==> src/rtl/instruction_decode_pipe_pkg.sv <==
// instruction_decode_pipe_pkg: opcodes, decoded_op layout and decode bundle.
// Shared by the decode stage and its field decoder.
package instruction_decode_pipe_pkg;

  localparam logic [6:0] OPC_LUI      = 7'b0110111;
  localparam logic [6:0] OPC_AUIPC    = 7'b0010111;
  localparam logic [6:0] OPC_JAL      = 7'b1101111;
  localparam logic [6:0] OPC_JALR     = 7'b1100111;
  localparam logic [6:0] OPC_BRANCH   = 7'b1100011;
  localparam logic [6:0] OPC_LOAD     = 7'b0000011;
  localparam logic [6:0] OPC_STORE    = 7'b0100011;
  localparam logic [6:0] OPC_OP_IMM   = 7'b0010011;
  localparam logic [6:0] OPC_OP       = 7'b0110011;
  localparam logic [6:0] OPC_MISC_MEM = 7'b0001111;
  localparam logic [6:0] OPC_SYSTEM   = 7'b1110011;

  localparam int USE_RS1_BIT     = 0;
  localparam int USE_RS2_BIT     = 1;
  localparam int USE_RD_BIT_L    = 2;
  localparam int USE_RD_BIT_M    = 3;
  localparam int FUNCT3_BIT_L    = 4;
  localparam int FUNCT3_BIT_M    = 6;
  localparam int JUMP_EN_BIT     = 7;
  localparam int DATA_MEM_WE_BIT = 8;
  localparam int OPLEN           = 9;

  localparam logic [1:0] USE_ALU    = 2'd0;
  localparam logic [1:0] USE_COMP   = 2'd1;
  localparam logic [1:0] USE_MEMORY = 2'd2;
  localparam logic [1:0] USE_PC     = 2'd3;

  localparam logic [2:0] FUNCT3_JUMP = 3'b010;

  typedef struct packed {
    logic [3:0]       funct_alu;
    logic [4:0]       rdsel;
    logic [OPLEN-1:0] op;
    logic             illegal;
  } dec_t;

endpackage

==> src/rtl/instruction_decode_pipe_decode_fields.sv <==
// instruction_decode_pipe_decode_fields: combinational RV32I/RV64I field decode.
// DECODE_ILLEGAL_TRAP_EN marks unknown opcodes illegal and squashes side effects.
module instruction_decode_pipe_decode_fields
  import instruction_decode_pipe_pkg::*;
#(
  parameter int XLEN = 32
) (
  input  logic [31:0]     inst,
  output logic [XLEN-1:0] imm,
  output logic [4:0]      rs1sel,
  output logic [4:0]      rs2sel,
  output dec_t            dec
);

  logic [6:0]  opc;
  logic [2:0]  f3;
  logic [2:0]  f3_eff;
  logic [31:0] imm32;
  logic        is_lui, is_auipc, is_jal, is_jalr;
  logic        is_br, is_ld, is_st, is_opi;
  logic        is_op, is_fence, is_sys;
  logic        shamt, slt, f7b5;

  assign opc      = inst[6:0];
  assign f3       = inst[14:12];
  assign is_lui   = opc == OPC_LUI;
  assign is_auipc = opc == OPC_AUIPC;
  assign is_jal   = opc == OPC_JAL;
  assign is_jalr  = opc == OPC_JALR;
  assign is_br    = opc == OPC_BRANCH;
  assign is_ld    = opc == OPC_LOAD;
  assign is_st    = opc == OPC_STORE;
  assign is_opi   = opc == OPC_OP_IMM;
  assign is_op    = opc == OPC_OP;
  assign is_fence = opc == OPC_MISC_MEM;
  assign is_sys   = opc == OPC_SYSTEM;

  assign shamt  = is_opi && (f3 == 3'b001 || f3 == 3'b101);
  assign slt    = is_opi && (f3 == 3'b010 || f3 == 3'b011);
  assign f7b5   = (is_op || shamt) && inst[30];
  assign f3_eff = (is_jal || is_jalr) ? FUNCT3_JUMP : f3;
  assign rs1sel = is_lui ? 5'd0 : inst[19:15];
  assign rs2sel = inst[24:20];
  assign imm    = XLEN'(signed'(imm32));

  // immediate format select
  always_comb begin
    imm32 = '0;
    unique case (1'b1)
      is_lui, is_auipc:
        imm32 = {inst[31:12], 12'b0};
      is_jal:
        imm32 = {{12{inst[31]}}, inst[19:12],
                 inst[20], inst[30:21], 1'b0};
      is_jalr, is_ld, is_opi, is_fence, is_sys:
        imm32 = {{20{inst[31]}}, inst[31:20]};
      is_br:
        imm32 = {{20{inst[31]}}, inst[7],
                 inst[30:25], inst[11:8], 1'b0};
      is_st:
        imm32 = {{20{inst[31]}}, inst[31:25], inst[11:7]};
      default:
        imm32 = '0;
    endcase
  end

`ifdef DECODE_ILLEGAL_TRAP_EN
  logic legal;
  assign legal = is_lui | is_auipc | is_jal | is_jalr
               | is_br | is_ld | is_st | is_opi
               | is_op | is_fence | is_sys;
`endif

  // control bundle: operand use, writeback source, side effects
  always_comb begin
    dec = '0;
    dec.op[USE_RS1_BIT] = is_jalr | is_br | is_ld
                        | is_st | is_opi | is_op;
    dec.op[USE_RS2_BIT] = is_br | is_st | is_op;
    dec.op[FUNCT3_BIT_M:FUNCT3_BIT_L] = f3_eff;
    dec.op[JUMP_EN_BIT] = is_jal | is_jalr | is_br;
    dec.op[DATA_MEM_WE_BIT] = is_st;
    unique case (1'b1)
      is_jal, is_jalr: dec.op[USE_RD_BIT_M:USE_RD_BIT_L] = USE_PC;
      is_ld:           dec.op[USE_RD_BIT_M:USE_RD_BIT_L] = USE_MEMORY;
      slt:             dec.op[USE_RD_BIT_M:USE_RD_BIT_L] = USE_COMP;
      default:         dec.op[USE_RD_BIT_M:USE_RD_BIT_L] = USE_ALU;
    endcase
    dec.funct_alu = (is_br || is_auipc) ? 4'd0 : {f7b5, f3_eff};
    dec.rdsel = (is_st || is_br) ? 5'd0 : inst[11:7];
`ifdef DECODE_ILLEGAL_TRAP_EN
    dec.illegal = !legal;
    if (!legal) begin
      dec.rdsel = 5'd0;
      dec.op[JUMP_EN_BIT] = 1'b0;
      dec.op[DATA_MEM_WE_BIT] = 1'b0;
    end
`else
    dec.illegal = 1'b0;
`endif
  end

endmodule

==> src/rtl/instruction_decode_pipe.sv <==
// instruction_decode_pipe: elastic decode stage with skid buffer and load-use interlock.
// DECODE_ILLEGAL_TRAP_EN enables illegal-opcode flagging on the head entry.
module instruction_decode_pipe
  import instruction_decode_pipe_pkg::*;
#(
  parameter int XLEN       = 32,
  parameter int SKID_DEPTH = 2
) (
  input  logic             clk,
  input  logic             rst_n,
  input  logic [31:0]      inst,
  input  logic             inst_valid,
  output logic             inst_ready,
  input  logic [XLEN-1:0]  curr_pc_fd,
  input  logic [XLEN-1:0]  next_pc_fd,
  output logic [4:0]       rs1sel,
  output logic [4:0]       rs2sel,
  input  logic [XLEN-1:0]  rs1data_rd,
  input  logic [XLEN-1:0]  rs2data_rd,
  input  logic             ld_done,
  input  logic             flush,
  output logic             out_valid,
  input  logic             out_ready,
  output logic [XLEN-1:0]  imm,
  output logic [XLEN-1:0]  rs1data_de,
  output logic [XLEN-1:0]  rs2data_de,
  output logic [XLEN-1:0]  curr_pc_de,
  output logic [XLEN-1:0]  next_pc_de,
  output logic [3:0]       funct_alu,
  output logic [4:0]       rdsel_de,
  output logic [OPLEN-1:0] decoded_op_de,
  output logic             stall_decode,
  output logic             illegal_inst
);

  typedef struct packed {
    dec_t            dec;
    logic [XLEN-1:0] imm;
    logic [XLEN-1:0] rs1;
    logic [XLEN-1:0] rs2;
    logic [XLEN-1:0] pc;
    logic [XLEN-1:0] npc;
  } id_ex_t;

  localparam logic [1:0] DEPTH = 2'(SKID_DEPTH);

  dec_t            dec;
  logic [XLEN-1:0] dec_imm;
  id_ex_t          entry;
  id_ex_t          head;
  id_ex_t          mem [SKID_DEPTH];
  logic [1:0]      count;
  logic            wr_ptr, rd_ptr;
  logic            full, push, pop, is_ld;
  logic            hit1, hit2;
  logic            ld_pending;
  logic [4:0]      ld_rd;

  function automatic logic nxt(input logic p);
    return (SKID_DEPTH == 1) ? 1'b0 : ~p;
  endfunction

  instruction_decode_pipe_decode_fields #(
    .XLEN(XLEN)
  ) u_fields (
    .inst  (inst),
    .imm   (dec_imm),
    .rs1sel(rs1sel),
    .rs2sel(rs2sel),
    .dec   (dec)
  );

  assign entry = '{dec: dec, imm: dec_imm,
                   rs1: rs1data_rd, rs2: rs2data_rd,
                   pc: curr_pc_fd, npc: next_pc_fd};

  assign is_ld = dec.op[USE_RD_BIT_M:USE_RD_BIT_L] == USE_MEMORY;
  assign hit1  = dec.op[USE_RS1_BIT] && rs1sel != 5'd0
              && rs1sel == ld_rd;
  assign hit2  = dec.op[USE_RS2_BIT] && rs2sel != 5'd0
              && rs2sel == ld_rd;

  assign stall_decode = inst_valid && ld_pending && (hit1 || hit2);
  assign full         = count == DEPTH;
  assign inst_ready   = !full && !stall_decode && !flush;
  assign push         = inst_valid && inst_ready;
  assign out_valid    = count != 2'd0;
  assign pop          = out_valid && out_ready;

  // skid buffer: write at tail, present head, flush empties
  always_ff @(posedge clk or negedge rst_n) begin
    if (!rst_n) begin
      count  <= 2'd0;
      wr_ptr <= 1'b0;
      rd_ptr <= 1'b0;
      for (int i = 0; i < SKID_DEPTH; i++) mem[i] <= '0;
    end else if (flush) begin
      count  <= 2'd0;
      wr_ptr <= 1'b0;
      rd_ptr <= 1'b0;
    end else begin
      if (push) begin
        mem[wr_ptr] <= entry;
        wr_ptr      <= nxt(wr_ptr);
      end
      if (pop) rd_ptr <= nxt(rd_ptr);
      count <= count + {1'b0, push} - {1'b0, pop};
    end
  end

  // load-use tracking; survives flush since the load is already issued
  always_ff @(posedge clk or negedge rst_n) begin
    if (!rst_n) begin
      ld_pending <= 1'b0;
      ld_rd      <= 5'd0;
    end else if (push && is_ld && dec.rdsel != 5'd0) begin
      ld_pending <= 1'b1;
      ld_rd      <= dec.rdsel;
    end else if (ld_done) begin
      ld_pending <= 1'b0;
    end
  end

  assign head          = mem[rd_ptr];
  assign imm           = head.imm;
  assign rs1data_de    = head.rs1;
  assign rs2data_de    = head.rs2;
  assign curr_pc_de    = head.pc;
  assign next_pc_de    = head.npc;
  assign funct_alu     = head.dec.funct_alu;
  assign rdsel_de      = head.dec.rdsel;
  assign decoded_op_de = head.dec.op;
  assign illegal_inst  = out_valid && head.dec.illegal;

endmodule

==> config.mk <==
export PLATFORM = sky130hd
export DESIGN_NAME = instruction_decode_pipe
export DESIGN_NICKNAME = d
export VERILOG_FILES = /design/src/rtl/instruction_decode_pipe_pkg.sv /design/src/rtl/instruction_decode_pipe_decode_fields.sv /design/src/rtl/instruction_decode_pipe.sv
export SDC_FILE = /design/constraint.sdc
export NUM_CORES = 1
export LEC_CHECK = 0
export CAP_MARGIN = 40
export CORE_ASPECT_RATIO = 1.4
export CORE_MARGIN = 2
export CORE_UTILIZATION = 30
export DETAILED_ROUTE_END_ITERATION = 6
export GPL_TIMING_DRIVEN = 0
export MAX_ROUTING_LAYER = met4
export PLACE_DENSITY = 0.51
export SLEW_MARGIN = 10
export SYNTH_ARGS = -nofsm -noshare
export SYNTH_HDL_FRONTEND = slang
export SYNTH_SLANG_ARGS = --single-unit
==> constraint.sdc <==
create_clock -name clk -period 4.8 [get_ports clk]
set_clock_uncertainty 0.05 [all_clocks]
set_input_delay 1.2 -clock clk [delete_from_list [all_inputs] [get_ports clk]]
set_output_delay 1.2 -clock clk [all_outputs]
set_load 0.005 [all_outputs]
-- Yosys cells after proc, flatten, opt, wreduce, memory -nomap -nowiden
Index checks and enable logic that the tools add are counted.
- flip-flop bits (word level): 368
- latch bits: 0
- bits in writable memories: 0
- ROM bits: 0
- bits of input ports: 166
- output and inout bits: 192
- word-level logic and storage cells: 118
- memories: 0
- add/sub/neg operators: 2
- $mul: 0
- divide/modulo/power cells: 0
- $lt $le $gt $ge: 3
- equality and inequality tests: 19
- shift-type cells: 0
- multiplexer cells: 19
- bitwise logic cells: 14
- reduce and logical (&&, ||, !) cells: 38
- operator list (kind ; number):
    179-bit 2-to-1 mux ; 4
    358-bit bitwise mux ; 1
    179-bit demux with 1-bit select ; 1
    32-bit one-hot mux with 5 select lines ; 1
    7-bit == test (second input constant) ; 4
    7-bit by 6-bit == test with 1-bit output (second input constant) ; 3
    1-bit logical AND ; 17
    5-bit nonzero test ; 3
    7-bit by 5-bit == test with 1-bit output (second input constant) ; 2
    5-bit == test ; 2
    5-bit 2-to-1 mux ; 2
    1-bit bitwise OR ; 9
    2-bit nonzero test ; 4
    7-bit by 2-bit == test with 1-bit output (second input constant) ; 1
    7-bit by 4-bit == test with 1-bit output (second input constant) ; 1
    1-bit logical OR ; 7
    3-bit by 2-bit == test with 1-bit output (second input constant) ; 2
    1-bit 2-to-1 mux ; 6
    2-bit one-hot mux with 3 select lines ; 1
    5-bit OR reduction ; 1
    2-bit == test (second input constant) ; 2
    2-bit >= comparator (second input constant) ; 2
    4-bit 2-to-1 mux ; 1
    1-bit inverter with 2-bit output ; 2
    other kinds (11) ; 16

-- Logic depth before layout (Yosys ltp)
Gate-level depths: netlist (run 1).
- word-level depth: 17
- gate-level depth with buffers: 11
- gate-level depth less buffers: 10

-- Hierarchy
Synthesis (run 1) repeated with hierarchy kept, for this count alone.
- cells, all modules: 1166
- area, all modules: 17073.9 um2
- modules (own cells, without submodules) (module ; instances ; cells an instance ; area each (um2) ; seq. area each (um2)):
    instruction_decode_pipe ; 1 ; 1017 ; 16080.4 ; 9208.8
    instruction_decode_pipe_decode_fields ; 1 ; 149 ; 993.5 ; 0.0

-- Worst setup path before layout (run 1)
No wires, ideal clock.
- path type: input port to output port
- from: input port inst[6]
- to: output port inst_ready
- data arrival time: 2.535 ns
- required time: 3.550 ns
- setup slack: 1.015 ns
- cell stages on the path: 6
- path buffers: 1
- path through: clkbuf_1 > or4_4 > mux2i_1 > nand3_1 > a21oi_1 > nor2b_1
- longest elaborated chain between the ends: 13
- elaborated cells between the ends (all ways): 26
- those cells by class: eq/ne: 8; mux: 1; bitwise: 7; reduce/logical: 10
- ends and longest elaborated chain (item ; line ; RTL):
    start, declared ; instruction_decode_pipe.sv:11 ; input logic [31:0] inst,
    7-bit == test (on tied branches) ; instruction_decode_pipe_decode_fields.sv:29, instruction_decode_pipe_decode_fields.sv:30 ;
    1-bit bitwise OR (2 in series) ; instruction_decode_pipe_decode_fields.sv:77 ; dec.op[USE_RS1_BIT] = is_jalr | is_br | is_ld
    1-bit bitwise OR (3 in series) ; instruction_decode_pipe_decode_fields.sv:78 ; | is_st | is_opi | is_op;
    1-bit logical AND ; instruction_decode_pipe.sv:78 ; assign hit1 = dec.op[USE_RS1_BIT] && rs1sel != 5'd0
    1-bit logical AND ; instruction_decode_pipe.sv:79 ; && rs1sel == ld_rd;
    1-bit logical OR (*) ; instruction_decode_pipe.sv:83 ; assign stall_decode = inst_valid && ld_pending && (hit1 || hit2);
    1-bit logical AND (*) ; instruction_decode_pipe.sv:83 ;
    named net stall_decode ; instruction_decode_pipe.sv:32 ; output logic stall_decode,
    1-bit zero test (*) ; instruction_decode_pipe.sv:85 ; assign inst_ready = !full && !stall_decode && !flush;
    1-bit logical AND (*) (2 in series) ; instruction_decode_pipe.sv:85 ;
    end, declared ; instruction_decode_pipe.sv:13 ; output logic inst_ready,
The timed path passes the listed nets; every way through them passes the cells marked *.

-- Final worst setup path (run 1)
- from: input port inst[4]
- to: output port inst_ready
- longest elaborated chain between the ends: 13
- elaborated cells between the ends (all ways): 26
- those cells by class: eq/ne: 8; mux: 1; bitwise: 7; reduce/logical: 10
- ends and longest elaborated chain (item ; line):
    7-bit == test (on tied branches) ; instruction_decode_pipe_decode_fields.sv:29, instruction_decode_pipe_decode_fields.sv:30
    1-bit bitwise OR (2 in series) ; instruction_decode_pipe_decode_fields.sv:77
    1-bit bitwise OR (3 in series) ; instruction_decode_pipe_decode_fields.sv:78
    1-bit logical AND ; instruction_decode_pipe.sv:78
    1-bit logical AND ; instruction_decode_pipe.sv:79
    1-bit logical OR (*) ; instruction_decode_pipe.sv:83
    1-bit logical AND (*) ; instruction_decode_pipe.sv:83
    1-bit zero test (*) ; instruction_decode_pipe.sv:85
    1-bit logical AND (*) (2 in series) ; instruction_decode_pipe.sv:85
Mark *: on every way between the ends. The rest lies on a longest branch, timed or not.

==> impl_metrics.csv, run 1 <==
group,metric,value,unit
run_status,status,"completed",
critical_path,cp-start-kind,"input port",
synth,synth_fp_nets,1316,
clock_network,clk_latency,0.56,ns
sta,fmax,0.212,GHz
finish,nets,1721,
placement,hpwl,35800,um
critical_path,critPathMaxStageDelay,0.49,ns
synth,synth_mux_area_share,37.4,%
clock_network,postCtsSetupRepairBufs,0,
finish,final_area,0.0232,sq mm
finish,multi_input_area,0.00750,sq mm
critical_path,r2r_cells,8,
critical_path,r2r_end,"mem[306]",
critical_path,critPathCaptureType,"output port",
global_route,grt_pass1_wl,73900,um
synth,ys.flop_type,"dfrtp_1",
route,vias_per_cell,4.65,
die,start_util,30.3,%
synth,yosysUniqueCellTypes,57,
sta,max-slew-margin-rel,45.4,%
critical_path,cp_cell_sequence,"clkdlybuf4s50_1, buf_2, nand3b_1, a21oi_4, nor3b_2, nand3_1, a21oi_2, nor2b_1, clkdlybuf4s50_1",
synth,yosysWarnings,0,
critical_path,crit_type,"input port to output port",
critical_path,slowest_stage,"clkdlybuf4s50_1",
clock_network,htree_num_levels,2,
synth,synth_simple_gate_area_share,3.24,%
synth,seq_area_frac_synth,53.5,%
critical_path,crit_path_max_fanout,10,
clock_network,cts_inserted_buffers,42,
die,rows,103,
global_route,grt_pass1_vias,12000,
clock_network,cts_buffer_depth,3,
placement,place_congestion,0.770,
critical_path,r2r_start,"ld_rd[1]",
sta,tightestPinTransition,0.819,ns
sta,fin_crit_sh,98.3,%
synth,synthTopCellsByArea,"dfrtp_1, mux2_2, mux2_1",
placement,numPortBuffers,355,
die,io_pins,358,
sta,final_hold_viol_count,0,
die,die-area,0.0590,sq mm
min_path,hold_path_end,"mem[356]",
synth,synth_compound_area_share,2.34,%
route,drtAntennaViolNets,0,
critical_path,required,3.55,ns
sta,rsz0062_at_grt,"true",
route,drt_wl_total,49000,um
clock_network,cts.sinks,366,
global_route,grt_max_degree,108,
synth,avgSynthCellArea,14.9,sq um
finish,final_layout_size_suffix_gt1_share,30.5,%
critical_path,arrival,3.47,ns
die,die_h,287,um
clock_network,root_buffer,"clkbuf_16",
route,vias,10800,
synth,yosys.area.top_type,"dfrtp_1",
finish,seqCellArea,0.00916,sq mm
min_path,hold_path.class,"register to register",
die,die_x,206,um
route,drcViolationCount,0,
synth,synthCells,1148,
synth,yosys.area.top_type_share,53.5,%
synth,synth_edf_count,0,
route,firstDrtPassIters,4,
power_and_ir_drop,irDropWorstVdd,0.321,mV
sta,min_period,4.72,ns
finish,fillers,5391,
finish,final_cell_mix,"dfrtp_1, clkdlybuf4s50_1, mux2_2, mux2_1, mux2_4",
route,detail_route.iter0.violations,284,
route,avgRoutedWirePerCell,21.1,um
synth,synthArstFlopShare,100,%
finish,layout_commonest_cell,"dfrtp_1",
power_and_ir_drop,power_density,569,mW/mm^2
sta,final_max_slew_viol_count,0,
power_and_ir_drop,p_total,0.0132,W
synth,synth_area,0.0171,sq mm
synth,synth_xor_xnor_area_share,0.460,%
die,core-area,0.0564,sq mm
clock_network,cts_tree,"built",
clock_network,clk_pin_slew_worst_paths,0.06,ns
placement,dpl_cell_area,0.0217,sq mm
global_route,overflow,0,
job,maxCapViolations,0,
synth,synth_fa_ha_area_share,0.146,%
synth,ys_ff_latch,366,
critical_path,crit_top_cell,"clkdlybuf4s50_1",
min_path,hold-path-cell-count,1,
finish,area_delta_synth_final,35.3,%
sta,setup_viol,0,
critical_path,r2r_setup_slack,1.64,ns
power_and_ir_drop,leakage,10.2,nW
synth,synth_top_family_by_area,"multiplexers",
min_path,hp-start,"mem[356]",
global_route,grt_use_total,17.0,%
global_route,antenna_found_initial,8,
==> metal layers <==
layer / wire (um) / global-route usage [%] / vias to the layer above
li1: - / - / 4921
met1: 20300 / 20.1 / 5520
met2: 24400 / 28.4 / 292
met3: 3280 / 4.78 / 64
met4: 1010 / 4.30 / 0
met5: 0 / - / -
==> synth_stat cells, types with 6 or more instances <==
master,n
mux2_1,190
and2_1,14
a21oi_1,12
buf_6,13
nor2b_1,13
buf_2,10
nor2_1,10
inv_1,11
clkbuf_1,26
mux2_2,257
a21o_1,19
xnor2_1,7
buf_4,21
mux2_4,90
dfrtp_1,366
nand2_1,14
a22o_1,6
o21ai_0,9
==> registers in the layout, indices dropped and copies added (netlist names) <==
register,cells
ld_rd,5
rd_ptr,1
count,2
mem,356
ld_pending,1
wr_ptr,1
==> power by group <==
part | leakage [nW] | switching, W | internal (W)
Clock | 0.688 | 0.00130 | 0.00196
Combinational | 4.96 | 0.00175 | 0.00331
Sequential | 4.51 | 0.000574 | 0.00430
==> cells by family (layout without fill, tap and decap cells) <==
group | count (synthesis) | after routing
compound gates | 57 | 57
xor+xnor | 9 | 9
fa+ha+maj | 2 | 2
buf+inv | 83 | 516
flops | 366 | 366
mux | 539 | 539
other cells | 1 | 8
simple gates | 91 | 91
==> worst max path at each step <==
stage	start	end	cells past startpoint
detailed placement	inst[4]	stall_decode	8
floorplan	inst[6]	inst_ready	6
CTS	inst[4]	stall_decode	8
global placement	rst_n	mem[13]	1
global route	inst[4]	rs1sel[4]	6
finish	inst[4]	inst_ready	9
==> timing repair <==
| item | 4_1_cts | 5_1_grt |
|---|---|---|
| pin swaps | 1 | 0 |
| gates cloned | 0 | 0 |
| endpoints found under the setup margin | 61 | 3 |
| hold buffers | 0 | 0 |
| resized for setup | 13 | 3 |
==> layout make-up <==
class	instances	share of cell area [%]
Antenna cell	7	0.0756
Buffer	70	1.97
Clock buffer	63	5.58
Clock inverter	9	0.421
Inverter	12	0.194
Multi-Input combinational cell	699	32.4
Sequential cell	366	39.5
Tap cell	735	3.97
Timing Repair Buffer	362	15.9
==> stage by stage <==
step | std cells | hold slack, ns | setup TNS [ns] | setup slack, ns | util, %
finish | 2323 | 0.427 | 0 | 0.0838 | 41.0
global route | 2322 | 0.442 | -0.0801 | -0.0408 | 41.0
CTS | 2316 | 0.434 | 0 | 0.00318 | 41.0
detailed placement | 2245 | 0.421 | -0.762 | -0.331 | 38.5
global placement | 2238 | 0.413 | -5161.07 | -14.16 | 38.3
floorplan | 1148 | 0.404 | 0 | 1.01 | -
==> worst max-delay path, delay by kind of cell <==
family                 cells  cell delay, ns
AOI/OAI and AO/OA          2            0.43
buffers and inverters      3            1.16
and+or+nand+nor            4            0.66
(Power assumes the default switching activity.)
==> run 2: changes to the inputs <==
--- a/config.mk
+++ b/config.mk
@@ -13,6 +13,7 @@
 export GPL_TIMING_DRIVEN = 0
 export MAX_ROUTING_LAYER = met4
 export PLACE_DENSITY = 0.51
+export REMOVE_ABC_BUFFERS = 1
 export SLEW_MARGIN = 10
 export SYNTH_ARGS = -nofsm -noshare
 export SYNTH_HDL_FRONTEND = slang
==> impl_metrics.csv, run 2 (same netlist as run 1, synthesis figures left out) <==
group,metric,value,unit
run_status,status,"completed",
sta,holdWs,0.431,ns
critical_path,crit_type,"input port to output port",
global_route,grt_pass1_wl,70400,um
critical_path,r2r_end,"mem[286]",
finish,layout_commonest_cell,"dfrtp_1",
clock_network,cts_buffer_depth,3,
sta,setup_tns,0,ns
critical_path,cp-start-kind,"input port",
route,detail_route.iter0.violations,289,
critical_path,cp_cell_sequence,"clkdlybuf4s50_1, nor2b_1, a2111o_1, nor3b_2, nand3_1, a21oi_2, clkdlybuf4s50_1",
critical_path,crit_top_cell,"clkdlybuf4s50_1",
global_route,antenna_found_initial,5,
die,die_h,287,um
global_route,grt_use_total,15.9,%
critical_path,critPathCaptureType,"output port",
placement,place_ws,-0.569,ns
global_route,grt_pass1_vias,11800,
power_and_ir_drop,leakage,10.1,nW
route,vias_per_cell,4.68,
clock_network,cts_tree,"built",
finish,regMostFlops,"mem",
critical_path,worst-path-stages,7,
placement,place_congestion,0.746,
finish,instances_no_fill,2273,
critical_path,r2r_setup_slack,1.40,ns
placement,hpwl,32300,um
route,drcViolationCount,0,
critical_path,required,3.55,ns
die,core-area,0.0564,sq mm
die,die_x,206,um
min_path,hold_path.class,"register to register",
job,maxCapViolations,0,
critical_path,crit_start,"inst[18]",
die,start_util,30.3,%
sta,max-slew-margin-rel,47.8,%
clock_network,clk_pin_slew_worst_paths,0.06,ns
power_and_ir_drop,power_density,576,mW/mm^2
sta,min_period,4.67,ns
sta,timing.final.ws_setup,0.132,ns
critical_path,critPathMaxStageDelay,0.59,ns
critical_path,cp_top_family,"buffers and inverters",
sta,final_hold_viol_count,0,
route,avgRoutedWirePerCell,20.1,um
critical_path,r2r_start,"ld_rd[1]",
critical_path,crit_path_max_fanout,4,
sta,fin_crit_sh,97.3,%
critical_path,arrival,3.42,ns
critical_path,slowest_stage,"clkdlybuf4s50_1",
clock_network,root_buffer,"clkbuf_16",
critical_path,r2r_cells,10,
placement,dp_cells,2192,
sta,rsz0062_at_grt,"false",
finish,largest_reg_flops,356,
route,firstDrtPassIters,4,
finish,top_regs,"mem: 356 flops, ld_rd: 5 flops, count: 2 flops",
finish,nets,1670,
placement,numPortBuffers,356,
clock_network,cts.sinks,366,
power_and_ir_drop,irDropWorstVdd,0.309,mV
sta,setup_viol,0,
critical_path,crit_buf_inv,2,
die,rows,103,
route,drt_wl_total,45700,um
finish,area_delta_synth_final,36.0,%
route,drtAntennaViolNets,0,
clock_network,cts_inserted_buffers,43,
sta,fmax,0.214,GHz
finish,final_cell_mix,"dfrtp_1, clkdlybuf4s50_1, mux2_2, mux2_1, mux2_4",
route,vias,10600,
clock_network,htree_num_levels,2,
die,die-area,0.0590,sq mm
critical_path,crit_path_end,"stall_decode",
finish,final_layout_size_suffix_gt1_share,29.9,%
clock_network,clk_latency,0.56,ns
sta,final_max_slew_viol_count,0,
global_route,overflow,0,
global_route,grt_max_degree,84,
die,io_pins,358,
sta,tightestPinTransition,0.778,ns
run 2: changes by cell type in the layout (fill, tap and decap cells not counted), sizes merged:
cell / delta
buf: -29
clkbuf: -23
clkdlybuf4s15: +2
diode: -2
dlymetal6s2s: -1
dlygate4sd2: -1
bufinv: +4
run 2: stage by stage:
stage	total power, W	area (sq um)	utilization [%]
2_1_floorplan	0.00752	16700	-
3_3_place_gp	0.0102	21200	37.5
3_5_place_dp	0.0101	21800	38.5
4_1_cts	0.0137	23300	41.2
5_1_grt	0.0142	23300	41.3
6_report	0.0134	23300	41.3
run 2: where the power goes:
| part | switching, W | internal (W) |
|---|---|---|
| sequential | 0.000616 | 0.00430 |
| clock | 0.00130 | 0.00215 |
| combinational | 0.00169 | 0.00334 |
| total | 0.00361 | 0.00979 |
run 2: worst min path at each step:
stage,slack [ns],end,from,depth (start not counted)
floorplan,0.40,mem[195],mem[195],1
global placement,0.41,mem[205],mem[205],1
detailed placement,0.42,mem[320],mem[320],1
CTS,0.44,mem[307],mem[307],1
global route,0.44,mem[320],mem[320],1
finish,0.43,mem[307],mem[307],1
run 2: final cells by class:
cell class	instances	area, sq um
Timing Repair Buffer	380	4130
Tap cell	735	920
Multi-Input combinational cell	699	7520
Clock buffer	63	1270
Clock inverter	13	218
Sequential cell	366	9160
Fill cell	5336	33200
Antenna cell	5	12.5
Inverter	12	45.0
run 2: layer usage:
| layer | global-route usage [%] | routed length [um] |
|---|---|---|
| met5 | - | 0 |
| met3 | 4.95 | 3090 |
| met1 | 17.7 | 18000 |
| met2 | 26.9 | 23200 |
| met4 | 5.54 | 1360 |
run 2: what timing repair did:
item | in CTS | in global routing
pin swaps | 1 | 0
setup buffers | 0 | 0
setup endpoints to repair | 2 | 2
gates resized for setup | 15 | 3
hold buffers | 0 | 0
cloned | 0 | 0
==> run 3: changes to the inputs <==
--- a/config.mk
+++ b/config.mk
@@ -12,9 +12,9 @@
 export DETAILED_ROUTE_END_ITERATION = 6
 export GPL_TIMING_DRIVEN = 0
 export MAX_ROUTING_LAYER = met4
-export PLACE_DENSITY = 0.51
 export REMOVE_ABC_BUFFERS = 1
 export SLEW_MARGIN = 10
 export SYNTH_ARGS = -nofsm -noshare
 export SYNTH_HDL_FRONTEND = slang
+export SYNTH_HIERARCHICAL = 1
 export SYNTH_SLANG_ARGS = --single-unit
==> impl_metrics.csv, run 3 <==
group,metric,value,unit
synth,synth_edf_count,0,
finish,fillers,5220,
finish,seqCellArea,0.00921,sq mm
global_route,grt_max_degree,105,
min_path,hold-path-cell-count,1,
power_and_ir_drop,combPwrFrac,36.7,%
min_path,hold_path.class,"register to register",
critical_path,arrival,3.39,ns
clock_network,clk_latency,0.56,ns
power_and_ir_drop,power_density,572,mW/mm^2
sta,setup_viol,0,
clock_network,cts_hold_buffers,0,
synth,yosys.area.top_type,"dfrtp_1",
synth,yosys.area.top_type_share,53.9,%
critical_path,cp_cell_sequence,"dlygate4sd2_1, nand3b_4, nor3_4, nand2_2, and2_1, xnor2_1, nand3_1, a211o_2, nand2_1, clkdlybuf4s50_1",
finish,regMostFlops,"mem",
global_route,antenna_found_initial,10,
clock_network,clk_pin_slew_worst_paths,0.06,ns
route,drcViolationCount,0,
sta,final_max_slew_viol_count,0,
critical_path,crit_type,"input port to output port",
min_path,hold_path_end,"mem[156]",
finish,final_layout_size_suffix_gt1_share,30.5,%
sta,final_hold_viol_count,0,
route,vias,10800,
synth,yosysWarnings,6,
finish,top_regs,"mem: 358 flops, ld_rd: 5 flops, count: 2 flops",
critical_path,required,3.55,ns
synth,ys_ff_latch,368,
sta,min_period,4.64,ns
run_status,status,"completed",
global_route,overflow,0,
placement,place_ws,-1.53,ns
finish,layout_commonest_cell,"dfrtp_1",
die,start_util,30.3,%
die,core-area,0.0563,sq mm
route,drtAntennaViolNets,0,
global_route,grt_pass1_vias,12000,
clock_network,cts_inserted_buffers,42,
synth,seq_area_frac_synth,53.9,%
power_and_ir_drop,p_switching,0.00362,W
critical_path,r2r_setup_slack,1.59,ns
placement,hpwl,32000,um
sta,rsz0062_at_grt,"false",
synth,synth_area,0.0171,sq mm
job,maxCapViolations,0,
route,drt_wl_total,45000,um
die,die_x,206,um
sta,fin_crit_sh,96.7,%
finish,multi_input_area,0.00729,sq mm
route,avgRoutedWirePerCell,19.6,um
die,die_h,286,um
power_and_ir_drop,clockPowerShare,26.0,%
critical_path,cp_top_family,"simple AND/OR/NAND/NOR gates",
synth,synthCells,1166,
clock_network,root_buffer,"clkbuf_16",
critical_path,slowest_stage,"clkdlybuf4s50_1",
die,die-area,0.0589,sq mm
route,firstDrtPassIters,4,
critical_path,critPathCaptureType,"output port",
sta,max-slew-margin-rel,37.0,%
power_and_ir_drop,p_total,0.0132,W
route,vias_per_cell,4.71,
finish,final_cell_mix,"dfrtp_1, clkdlybuf4s50_1, mux2_2, mux2_1, clkbuf_16",
synth,yosysUniqueCellTypes,61,
placement,place_congestion,0.785,
global_route,grt_pass1_wl,70500,um
route,detail_route.iter0.violations,305,
synth,synthTopCellsByArea,"dfrtp_1, mux2_2, mux2_1",
placement,numPortBuffers,357,
clock_network,cts_buffer_depth,3,
sta,tightestPinTransition,0.945,ns
clock_network,cts_tree,"built",
critical_path,cp-start-kind,"input port",
finish,area_delta_synth_final,35.3,%
die,rows,103,
critical_path,crit_path_max_fanout,5,
finish,largest_reg_flops,358,
sta,fmax,0.215,GHz
global_route,grt_use_total,15.8,%
synth,synth_common_cells,"dfrtp_1, mux2_2, mux2_1",
clock_network,htree_num_levels,2,
synth,avgSynthCellArea,14.6,sq um
power_and_ir_drop,intPower,0.00960,W
clock_network,cts.sinks,368,
min_path,hp-start,"mem[156]",
critical_path,critPathMaxStageDelay,0.51,ns
sta,timing.final.ws_setup,0.158,ns
synth,yosysMostFrequentCell,"dfrtp_1",
critical_path,r2r_cells,11,
synth,synthArstFlopShare,100,%
power_and_ir_drop,irDropWorstVdd,0.363,mV
die,io_pins,358,
critical_path,crit_buf_inv,2,
power_and_ir_drop,power_frac_seq,37.3,%
power_and_ir_drop,leakage,9.79,nW
finish,nets,1681,
critical_path,r2r_end,"mem[124]",
synth,ys.flop_type,"dfrtp_1",
power_and_ir_drop,swShare,27.4,%
critical_path,r2r_start,"ld_rd[2]",
run 3: worst max-delay path by stage:
stage | endpoint | from | cells after the start
6_report | stall_decode | inst[1] | 10
5_1_grt | stall_decode | inst[5] | 8
4_1_cts | inst_ready | inst[6] | 9
3_5_place_dp | mem[15] | inst[2] | 14
3_3_place_gp | mem[188] | rst_n | 1
2_1_floorplan | mem[179] | inst[3] | 9
run 3: power groups by stage:
| stage | clock network [W] | logic (W) | registers (W) |
|---|---|---|---|
| 3_5_place_dp | 0 | 0.00493 | 0.00500 |
| 4_1_cts | 0.00358 | 0.00496 | 0.00494 |
| 6_report | 0.00344 | 0.00485 | 0.00493 |
| 3_3_place_gp | 0 | 0.00478 | 0.00509 |
| 5_1_grt | 0.00369 | 0.00522 | 0.00510 |
| 2_1_floorplan | 0 | 0.00241 | 0.00487 |
run 3: layout make-up:
cell class	instances	share of cell area (%)
flip-flops and latches	368	39.9
multi-input cells	709	31.5
repair buffers	382	17.8
clock buffers	61	5.61
well taps	735	3.98
clock inverters	17	0.910
inverters	10	0.162
diodes	10	0.108
run 3: routing by layer:
layer	wire length, um	vias to the layer above	track usage [%]
met1	17000	5549	17.2
met2	23600	263	27.2
met5	0	-	-
met3	2460	95	3.37
met4	1910	0	7.50
li1	-	4897	-
run 3: logic make-up (layout without fill, tap and decap cells):
| kind of cell | after synthesis | after routing | share of synthesized area (%) |
|---|---|---|---|
| adders and majority gates | 2 | 2 | 0.147 |
| other | 1 | 11 | 0.0220 |
| DFF | 368 | 368 | 53.9 |
| xor gates and xnor gates | 12 | 12 | 0.616 |
| and+or+nand+nor | 109 | 109 | 4.08 |
| buffers and inverters | 89 | 470 | 3.52 |
| AOI/OAI and AO/OA | 43 | 43 | 1.93 |
| muxes | 542 | 542 | 35.7 |
run 3: timing repair:
item	CTS	global route
setup endpoints to repair	365	2
pin swaps	2	1
gates resized for setup	20	8
buffers inserted	2	1
run 3: metrics by stage:
step	hold slack, ns	instances	utilization (%)	area, sq um	setup TNS [ns]
finish	0.429	2292	41.0	23100	0
global route	0.446	2291	41.0	23100	0
CTS	0.433	2281	41.0	23100	0
detailed placement	0.418	2201	38.3	21500	-388.93
global placement	0.411	2179	37.3	21000	-7741.95
floorplan	0.402	1087	-	16500	-697.18
